## src/rtl/cordic_engine.sv

```systemverilog
// cordic_engine: pipelined CORDIC with a runtime mode per sample (0 = rotation, 1 = vectoring).
// A quadrant pre-rotation stage extends the range to the full circle. Valid/ready flow control
// stalls the whole pipe at once, and a sideband tag travels with each sample.
//
// Ports
//   clk_i, rst_i           clock, synchronous active-high reset
//   in_valid_i/in_ready_o  input handshake; in_ready_o = out_ready_i | ~out_valid_o
//   in_mode_i              0 = rotation (z driven to 0), 1 = vectoring (y driven to 0)
//   in_x_i, in_y_i         signed Q2.(DATA_W-2)
//   in_z_i                 signed Q3.(DATA_W-3) radians, valid range [-pi, +pi]
//   in_tag_i               sideband tag
//   out_valid_o/out_ready_i output handshake
//   out_x_o, out_y_o       rounded, saturated, scaled by the CORDIC gain K
//   out_z_o                rounded residual (rotation) or accumulated (vectoring) angle
//   out_tag_o              tag of the sample on out_*
//   busy_o                 any stage, including the output register, holds a valid sample
module cordic_engine #(
    parameter int unsigned DATA_W     = 16,
    parameter int unsigned ITERATIONS = 14,
    parameter int unsigned GUARD_W    = 2,
    parameter int unsigned TAG_W      = 4
) (
    input  logic              clk_i,
    input  logic              rst_i,
    input  logic              in_valid_i,
    output logic              in_ready_o,
    input  logic              in_mode_i,
    input  logic [DATA_W-1:0] in_x_i,
    input  logic [DATA_W-1:0] in_y_i,
    input  logic [DATA_W-1:0] in_z_i,
    input  logic [TAG_W-1:0]  in_tag_i,
    output logic              out_valid_o,
    input  logic              out_ready_i,
    output logic [DATA_W-1:0] out_x_o,
    output logic [DATA_W-1:0] out_y_o,
    output logic [DATA_W-1:0] out_z_o,
    output logic [TAG_W-1:0]  out_tag_o,
    output logic              busy_o
);

    // One extra MSB on x/y absorbs the CORDIC gain before output saturation.
    localparam int unsigned XW = DATA_W + GUARD_W + 1;
    localparam int unsigned ZW = DATA_W + GUARD_W;
    // Stage P plus one register per micro-rotation.
    localparam int unsigned NS = ITERATIONS + 1;

    localparam real ZScale = 2.0 ** (ZW - 3);
    localparam logic signed [ZW-1:0] HalfPi    = ZW'($rtoi(1.5707963267948966 * ZScale + 0.5));
    localparam logic signed [ZW-1:0] NegHalfPi = -HalfPi;

    localparam logic signed [XW:0] RndX   = (XW + 1)'((2 ** GUARD_W) / 2);
    localparam logic signed [ZW:0] RndZ   = (ZW + 1)'((2 ** GUARD_W) / 2);
    localparam logic signed [XW:0] SatMax = (XW + 1)'((2 ** (DATA_W - 1)) - 1);
    localparam logic signed [XW:0] SatMin = (XW + 1)'(-(2 ** (DATA_W - 1)));

    logic en;

    logic [NS-1:0]         vld_q;
    logic [ITERATIONS-1:0] mode_q;
    logic signed [XW-1:0]  x_q [NS];
    logic signed [XW-1:0]  y_q [NS];
    logic signed [ZW-1:0]  z_q [NS];
    logic [TAG_W-1:0]      tag_q [NS];

    logic signed [XW-1:0]  x_d [NS];
    logic signed [XW-1:0]  y_d [NS];
    logic signed [ZW-1:0]  z_d [NS];
    logic [TAG_W-1:0]      tag_d [NS];

    logic                  out_valid_q;
    logic [DATA_W-1:0]     out_x_q, out_y_q, out_z_q;
    logic [TAG_W-1:0]      out_tag_q;

    logic signed [XW-1:0]  xin, yin, px, py;
    logic signed [ZW-1:0]  zin, pz;

    // A stalled output register freezes every stage, so the pipe never drops a sample.
    assign en         = out_ready_i | ~out_valid_q;
    assign in_ready_o = en;

    assign xin = XW'(signed'(in_x_i)) <<< GUARD_W;
    assign yin = XW'(signed'(in_y_i)) <<< GUARD_W;
    assign zin = ZW'(signed'(in_z_i)) <<< GUARD_W;

    // Stage P: quarter-turn so the remaining angle lies inside the CORDIC convergence range.
    always_comb begin
        px = xin;
        py = yin;
        pz = zin;
        if (!in_mode_i) begin
            if (zin > HalfPi) begin
                px = -yin;
                py = xin;
                pz = zin - HalfPi;
            end else if (zin < NegHalfPi) begin
                px = yin;
                py = -xin;
                pz = zin + HalfPi;
            end
        end else if (xin[XW-1]) begin
            if (!yin[XW-1]) begin
                px = yin;
                py = -xin;
                pz = zin + HalfPi;
            end else begin
                px = -yin;
                py = xin;
                pz = zin - HalfPi;
            end
        end
    end

    assign x_d[0]   = px;
    assign y_d[0]   = py;
    assign z_d[0]   = pz;
    assign tag_d[0] = in_tag_i;

    for (genvar k = 0; k < ITERATIONS; k++) begin : g_stage
        localparam logic signed [ZW-1:0] Atan =
            ZW'($rtoi($atan(1.0 / (2.0 ** k)) * ZScale + 0.5));

        logic                 d_pos;
        logic signed [XW-1:0] xs, ys;

        assign d_pos = mode_q[k] ? y_q[k][XW-1] : ~z_q[k][ZW-1];
        assign xs    = x_q[k] >>> k;
        assign ys    = y_q[k] >>> k;

        assign x_d[k+1]   = d_pos ? (x_q[k] - ys) : (x_q[k] + ys);
        assign y_d[k+1]   = d_pos ? (y_q[k] + xs) : (y_q[k] - xs);
        assign z_d[k+1]   = d_pos ? (z_q[k] - Atan) : (z_q[k] + Atan);
        assign tag_d[k+1] = tag_q[k];
    end

    function automatic logic [DATA_W-1:0] round_sat(input logic signed [XW-1:0] v);
        logic signed [XW:0] r;
        r = ((XW + 1)'(v) + RndX) >>> GUARD_W;
        if (r > SatMax) begin
            r = SatMax;
        end else if (r < SatMin) begin
            r = SatMin;
        end
        return r[DATA_W-1:0];
    endfunction

    // Control and output registers: the only state cleared by reset.
    always_ff @(posedge clk_i) begin
        if (rst_i) begin
            vld_q       <= '0;
            out_valid_q <= 1'b0;
            out_x_q     <= '0;
            out_y_q     <= '0;
            out_z_q     <= '0;
            out_tag_q   <= '0;
        end else if (en) begin
            vld_q       <= {vld_q[NS-2:0], in_valid_i};
            out_valid_q <= vld_q[NS-1];
            out_x_q     <= round_sat(x_q[NS-1]);
            out_y_q     <= round_sat(y_q[NS-1]);
            out_z_q     <= DATA_W'(((ZW + 1)'(z_q[NS-1]) + RndZ) >>> GUARD_W);
            out_tag_q   <= tag_q[NS-1];
        end
    end

    // Datapath registers: qualified by vld_q, so no reset is needed.
    always_ff @(posedge clk_i) begin
        if (en) begin
            mode_q <= {mode_q[ITERATIONS-2:0], in_mode_i};
            for (int s = 0; s < NS; s++) begin
                x_q[s]   <= x_d[s];
                y_q[s]   <= y_d[s];
                z_q[s]   <= z_d[s];
                tag_q[s] <= tag_d[s];
            end
        end
    end

    assign out_valid_o = out_valid_q;
    assign out_x_o     = out_x_q;
    assign out_y_o     = out_y_q;
    assign out_z_o     = out_z_q;
    assign out_tag_o   = out_tag_q;
    assign busy_o      = (|vld_q) | out_valid_q;

endmodule
```

## config.mk

```make
export PLATFORM = sky130hd
export DESIGN_NAME = cordic_engine
export DESIGN_NICKNAME = d
export VERILOG_FILES = /design/src/rtl/cordic_engine.sv
export SDC_FILE = /design/constraint.sdc
export NUM_CORES = 2
export LEC_CHECK = 0
export ABC_AREA = 1
export CORE_AREA = 2 2 346 348
export DETAILED_ROUTE_END_ITERATION = 7
export DIE_AREA = 0 0 348 350
export GPL_ROUTABILITY_DRIVEN = 0
export HOLD_SLACK_MARGIN = 0.05
export PLACE_DENSITY_LB_ADDON = 0.12
export SKIP_LAST_GASP = 1
export SYNTH_ARGS = -nofsm -noshare
export SYNTH_HDL_FRONTEND = slang
export SYNTH_SLANG_ARGS = --single-unit
```

## constraint.sdc

```tcl
create_clock -name clk_i -period 68.9 [get_ports clk_i]
set_input_delay 13.78 -clock clk_i [delete_from_list [all_inputs] [get_ports clk_i]]
set_output_delay 13.78 -clock clk_i [all_outputs]
set_load 0.02 [all_outputs]
```

; After elaboration in Yosys (flattened, before gate mapping)
; Memory sizes are Yosys's and may differ from the RTL's. A register that Yosys moved wholly into a read port is not among the register bits.
; Index checks and enable logic that the tools add are counted.
[totals]
elab_cells = 201
romBits = 0
latch_bits = 0
mem_bits_rw = 900
regBits = 78
out_inout_bits = 55
input_bits = 57
memories = 4
[mem_list]
columns = name, words, word_bits, rd, rd_clocked_by_memory_dff, wr, line
row1 = x_q, 15, 19, 15, 0, 15, 60  ; logic signed [XW-1:0] x_q [NS];
row2 = y_q, 15, 19, 15, 0, 15, 61  ; logic signed [XW-1:0] y_q [NS];
row3 = z_q, 15, 18, 15, 0, 15, 62  ; logic signed [ZW-1:0] z_q [NS];
row4 = tag_q, 15, 4, 15, 1, 15, 63  ; logic [TAG_W-1:0] tag_q [NS];
[classes]
n_mux = 77
order_cmp = 6
n_mul = 0
n_eq_ne = 0
addsub = 90
n_reduce_logical = 1
div = 0
n_shift = 0
bitwise = 17
[ops]
columns = op, count
row1 = $mux W19, 38
row2 = $mux W18, 19
row3 = $mux W16, 4
row4 = $add A19 B3 Y20 const B, 2
row5 = $add A19 B10 Y19, 2
row6 = $add A19 B11 Y19, 2
row7 = $add A19 B12 Y19, 2
row8 = $add A19 B13 Y19, 2
row9 = $add A19 B14 Y19, 2
row10 = $add A19 B15 Y19, 2
row11 = $add A19 B16 Y19, 2
row12 = $add A19 B17 Y19, 2
row13 = $add A19 B18 Y19, 2
row14 = $add A19 B6 Y19, 2
row15 = $add A19 B7 Y19, 2
row16 = $add A19 B8 Y19, 2
row17 = $add A19 B9 Y19, 2
row18 = $neg A18 Y19, 2
row19 = $sub A19 B10 Y19, 2
row20 = $sub A19 B11 Y19, 2
row21 = $sub A19 B12 Y19, 2
row22 = $sub A19 B13 Y19, 2
row23 = $sub A19 B14 Y19, 2
row24 = $sub A19 B15 Y19, 2
row25 = 46 further kinds, 88

; Longest topological paths before layout
; An unclocked memory read counts as a cell.
[depth]
word_depth = 5
mapped_depth = 20
mapped_depth_nobuf = 20

; Worst setup path before layout
; No wires, ideal clock.
[synth_timing]
path_kind = in2out
start = input port out_ready_i
end = output port in_ready_o
path_buffers = 1
slack_ns = 17.166
t_arrival_ns = 37.954
path_stages = 3
required_ns = 55.120
path_cell_list = nor2_1 -> inv_2 -> buf_1
[synth_via]
elab_chain_len = 1
[synth_rtl]
columns = element, line
row1 = from (decl), 33  ; input logic out_ready_i,
row2 = $or A1 B1 Y1, 78  ; assign en = out_ready_i | ~out_valid_q;
row3 = to (decl), 26  ; output logic in_ready_o,
; Every way passes these cells.

; Final worst setup path
; Same ends and word-level chain as after synthesis.

==> results.md <==
* Status: finished clean
* Hold-fix buffers at CTS at 0
* Min Tclk post-route at 29750 ps
* CP max FO at 130
* Leading area contributor after synthesis: edfxtp_1
* Max Cap Viol at 0
* Max frequency at 33.61 MHz
* CP Capture Point: in_ready_o
* Adder-cell share of the synthesized area at 13.21%
* #FFs+latches synth at 951
* Setup TNS at 0 ps
* DIE AREA at 0.1218 mm2
* Yosys warnings at 0
* Buffers added on ports at 111
* Post-Syn Area at 0.07640 mm2
* Clock Latency Late Sink at 740 ps
* Die H at 350 um
* Clk slew on worst S/H paths at 60 ps
* Total CTS buffers at 103
* Crit path cell chain: clkdlybuf4s50_1, nor2_2, buf_4, inv_8, clkdlybuf4s50_1
* Largest net degree at the start of global routing at 131
* CP peak stage delay at 750 ps
* Seq/Total Area, Yosys at 36.49%
* Vias at 67036
* Post-CTS Resized at 0
* Antenna violations before repair at 2
* Final hold vios at 0
* Reg-to-reg endpoint: z_q[0][37]
* Crit end category: primary output
* Critical Path RT at 55120 ps
* Vias per cell at 5.966
* Post-synthesis compound-gate area fraction at 13.45%
* Area contributors post-synth: edfxtp_1 35%, ha_1 12%, nand2_1 10%, xor2_1 7.4%, a21oi_1 5.3%
* Worst hold path class: reg2reg
* TritonCTS clock tree: yes
* 1st-pass router iterations at 8
* Async SR Flop Fraction at 0%
* GRT Total Usage at 31.25%
* Met1 Use GR at 42.84%
* Fin Hold WS at 404.5 ps
* Worst R2R Path Depth at 9
* Syn nets at 10321
* Critical path arrival at 15970 ps
* Post-synthesis simple-gate area fraction at 21.17%
* HPWL Detailed at 148.9 mm
* Mux cell area share after synthesis at 0.05241%
* NumNets Final at 10452
* Relative slew margins at 19.74%
* I/O pin count at 112
* Worst reg-to-reg setup slack at 63030 ps
* Slew @ Worst Pin at 1201 ps
* DRC Markers at 0
* Largest family of logic cells by synthesized area: simple AND/OR/NAND/NOR gates
* CP Launch Type: input port
* Vias in the first global route at 62627
* Worst Skew at 59.82 ps
* M3 GR Usage at 4.375%
* Root buffer cell: clkbuf_16
* Routed WL at 193.8 mm
* Clock sinks at 951
* Routed wire per std cell at 17.25 um
* Worst hold path startpoint: tag_q[12][0]
* Critical-path top delay cell: clkdlybuf4s50_1
* Die X-Extent at 348 um
* Final critical-path share of the clock period at 43.18%
* Post-synth top cells: 2060 x nand2_1, 981 x inv_1, 894 x nor2_1
* RSZ-0062 raised after global routing: false
* 1st-iter DRT viols at 6625
* Primary FF master, synth: edfxtp_1
* ANT nets after route at 0
* Clock Tree Buf Depth at 3
* Synth Area in XOR/XNOR at 9.997%
* Top cell type's share of synthesized area at 34.71%
* Core area at 0.1178 mm2
* CP Class: in2out
* Synth-to-layout area growth at 8.469%
* CTS H-Tree Depth at 3
* Gate Count Post-Synth at 9480
* Post-synth EDFFs at 883
* Met2 usage at 50.92%
* Most used cell, CP: clkdlybuf4s50_1
* Max-slew violations at 0
* Setup Fix Bufs, Post-CTS at 0
* Grt peak-use layer: met2
* Rows at 126
* Reg-to-Reg Start: out_valid_o
* Starting Density at 64.87%
* Count leader, synth: nand2_1
* Synth cell types at 55
* First-pass GRT wire length at 312.8 mm
* GR Overflow Total at 0
* Final setup fails at 0
* Avg Cell Area, Syn at 8.059 um2
* Worst setup path start: out_ready_i
* Layout cells sized above 1 at 2.691%
## registers in the layout, summed over array words and instances (netlist names)
signal       flops
mode_q          14
out_tag_o        4
out_valid_o      1
out_x_o         16
out_y_o         16
out_z_o         16
tag_q           60
vld_q           15
x_q            279
y_q            277
z_q            253
## stage by stage
stage / cell area (um2) / util, % / instances / worst slack [ps]
final: 82870 / 70.37 / 11237 / 39150
after detailed placement: 79180 / 67.24 / 11042 / 39190
after floorplan: 76400 / - / 9480 / 17170
after CTS: 82860 / 70.36 / 11236 / 39170
after global placement: 79180 / 67.24 / 11042 / 39180
after global routing: 82860 / 70.36 / 11236 / 39030
## final cells by class
cell class	count	area, um2
Multi-Input combinational cell	7413	44270
Clock inverter	78	1059
Timing Repair Buffer	143	1351
Fill cell	9289	34900
Clock buffer	116	2626
Inverter	999	3760
Sequential cell	951	27880
Antenna cell	1	2.502
Tap cell	1536	1922
## critical path, delay by kind of cell
family / cells / cell delay, ps
buf+inv: 4 / 2000
simple gates: 1 / 40
## worst min-delay path by stage
stage | to | slack, ps | depth (start not counted)
after floorplan | tag_q[10][0] | 400 | 0
final | tag_q[13][0] | 400 | 0
after CTS | tag_q[13][0] | 410 | 0
after detailed placement | tag_q[1][2] | 400 | 0
after global routing | tag_q[13][0] | 420 | 0
after global placement | tag_q[2][1] | 400 | 0
## kinds of logic after synthesis
family / count (synthesis)
and+or+nand+nor: 3904
AOI/OAI and AO/OA: 1849
buffers and inverters: 1116
DFF: 951
xor gates and xnor gates: 872
adders and majority gates: 784
muxes: 4
## cell usage in the layout, fill, tap and decap left out, types with 68 or more instances in the layout
| master | n |
|---|---|
| xnor2_1 | 228 |
| o21ai_0 | 596 |
| clkdlybuf4s50_1 | 111 |
| a21o_1 | 72 |
| dfxtp_1 | 68 |
| nor2_1 | 892 |
| nor3_1 | 155 |
| clkbuf_16 | 103 |
| nand2_1 | 2060 |
| nand3_1 | 570 |
| ha_1 | 746 |
| edfxtp_1 | 883 |
| xor2_1 | 644 |
| nand4_1 | 108 |
| a21boi_0 | 71 |
| a21oi_1 | 811 |
| inv_1 | 981 |
## per-layer routing
| layer | part of all wire [%] | vias up | wire length (um) |
|---|---|---|---|
| met2 | 45 | 2970 | 87130 |
| met5 | 0 | - | 0 |
| met3 | 8.7 | 468 | 16800 |
| met4 | 3.5 | 0 | 6687 |
| met1 | 43 | 30869 | 83210 |
| li1 | - | 32729 | - |
Power is left out: the tool's default activity adds up to more than one toggle a clock period on the data nets, which glitch-free logic cannot reach.
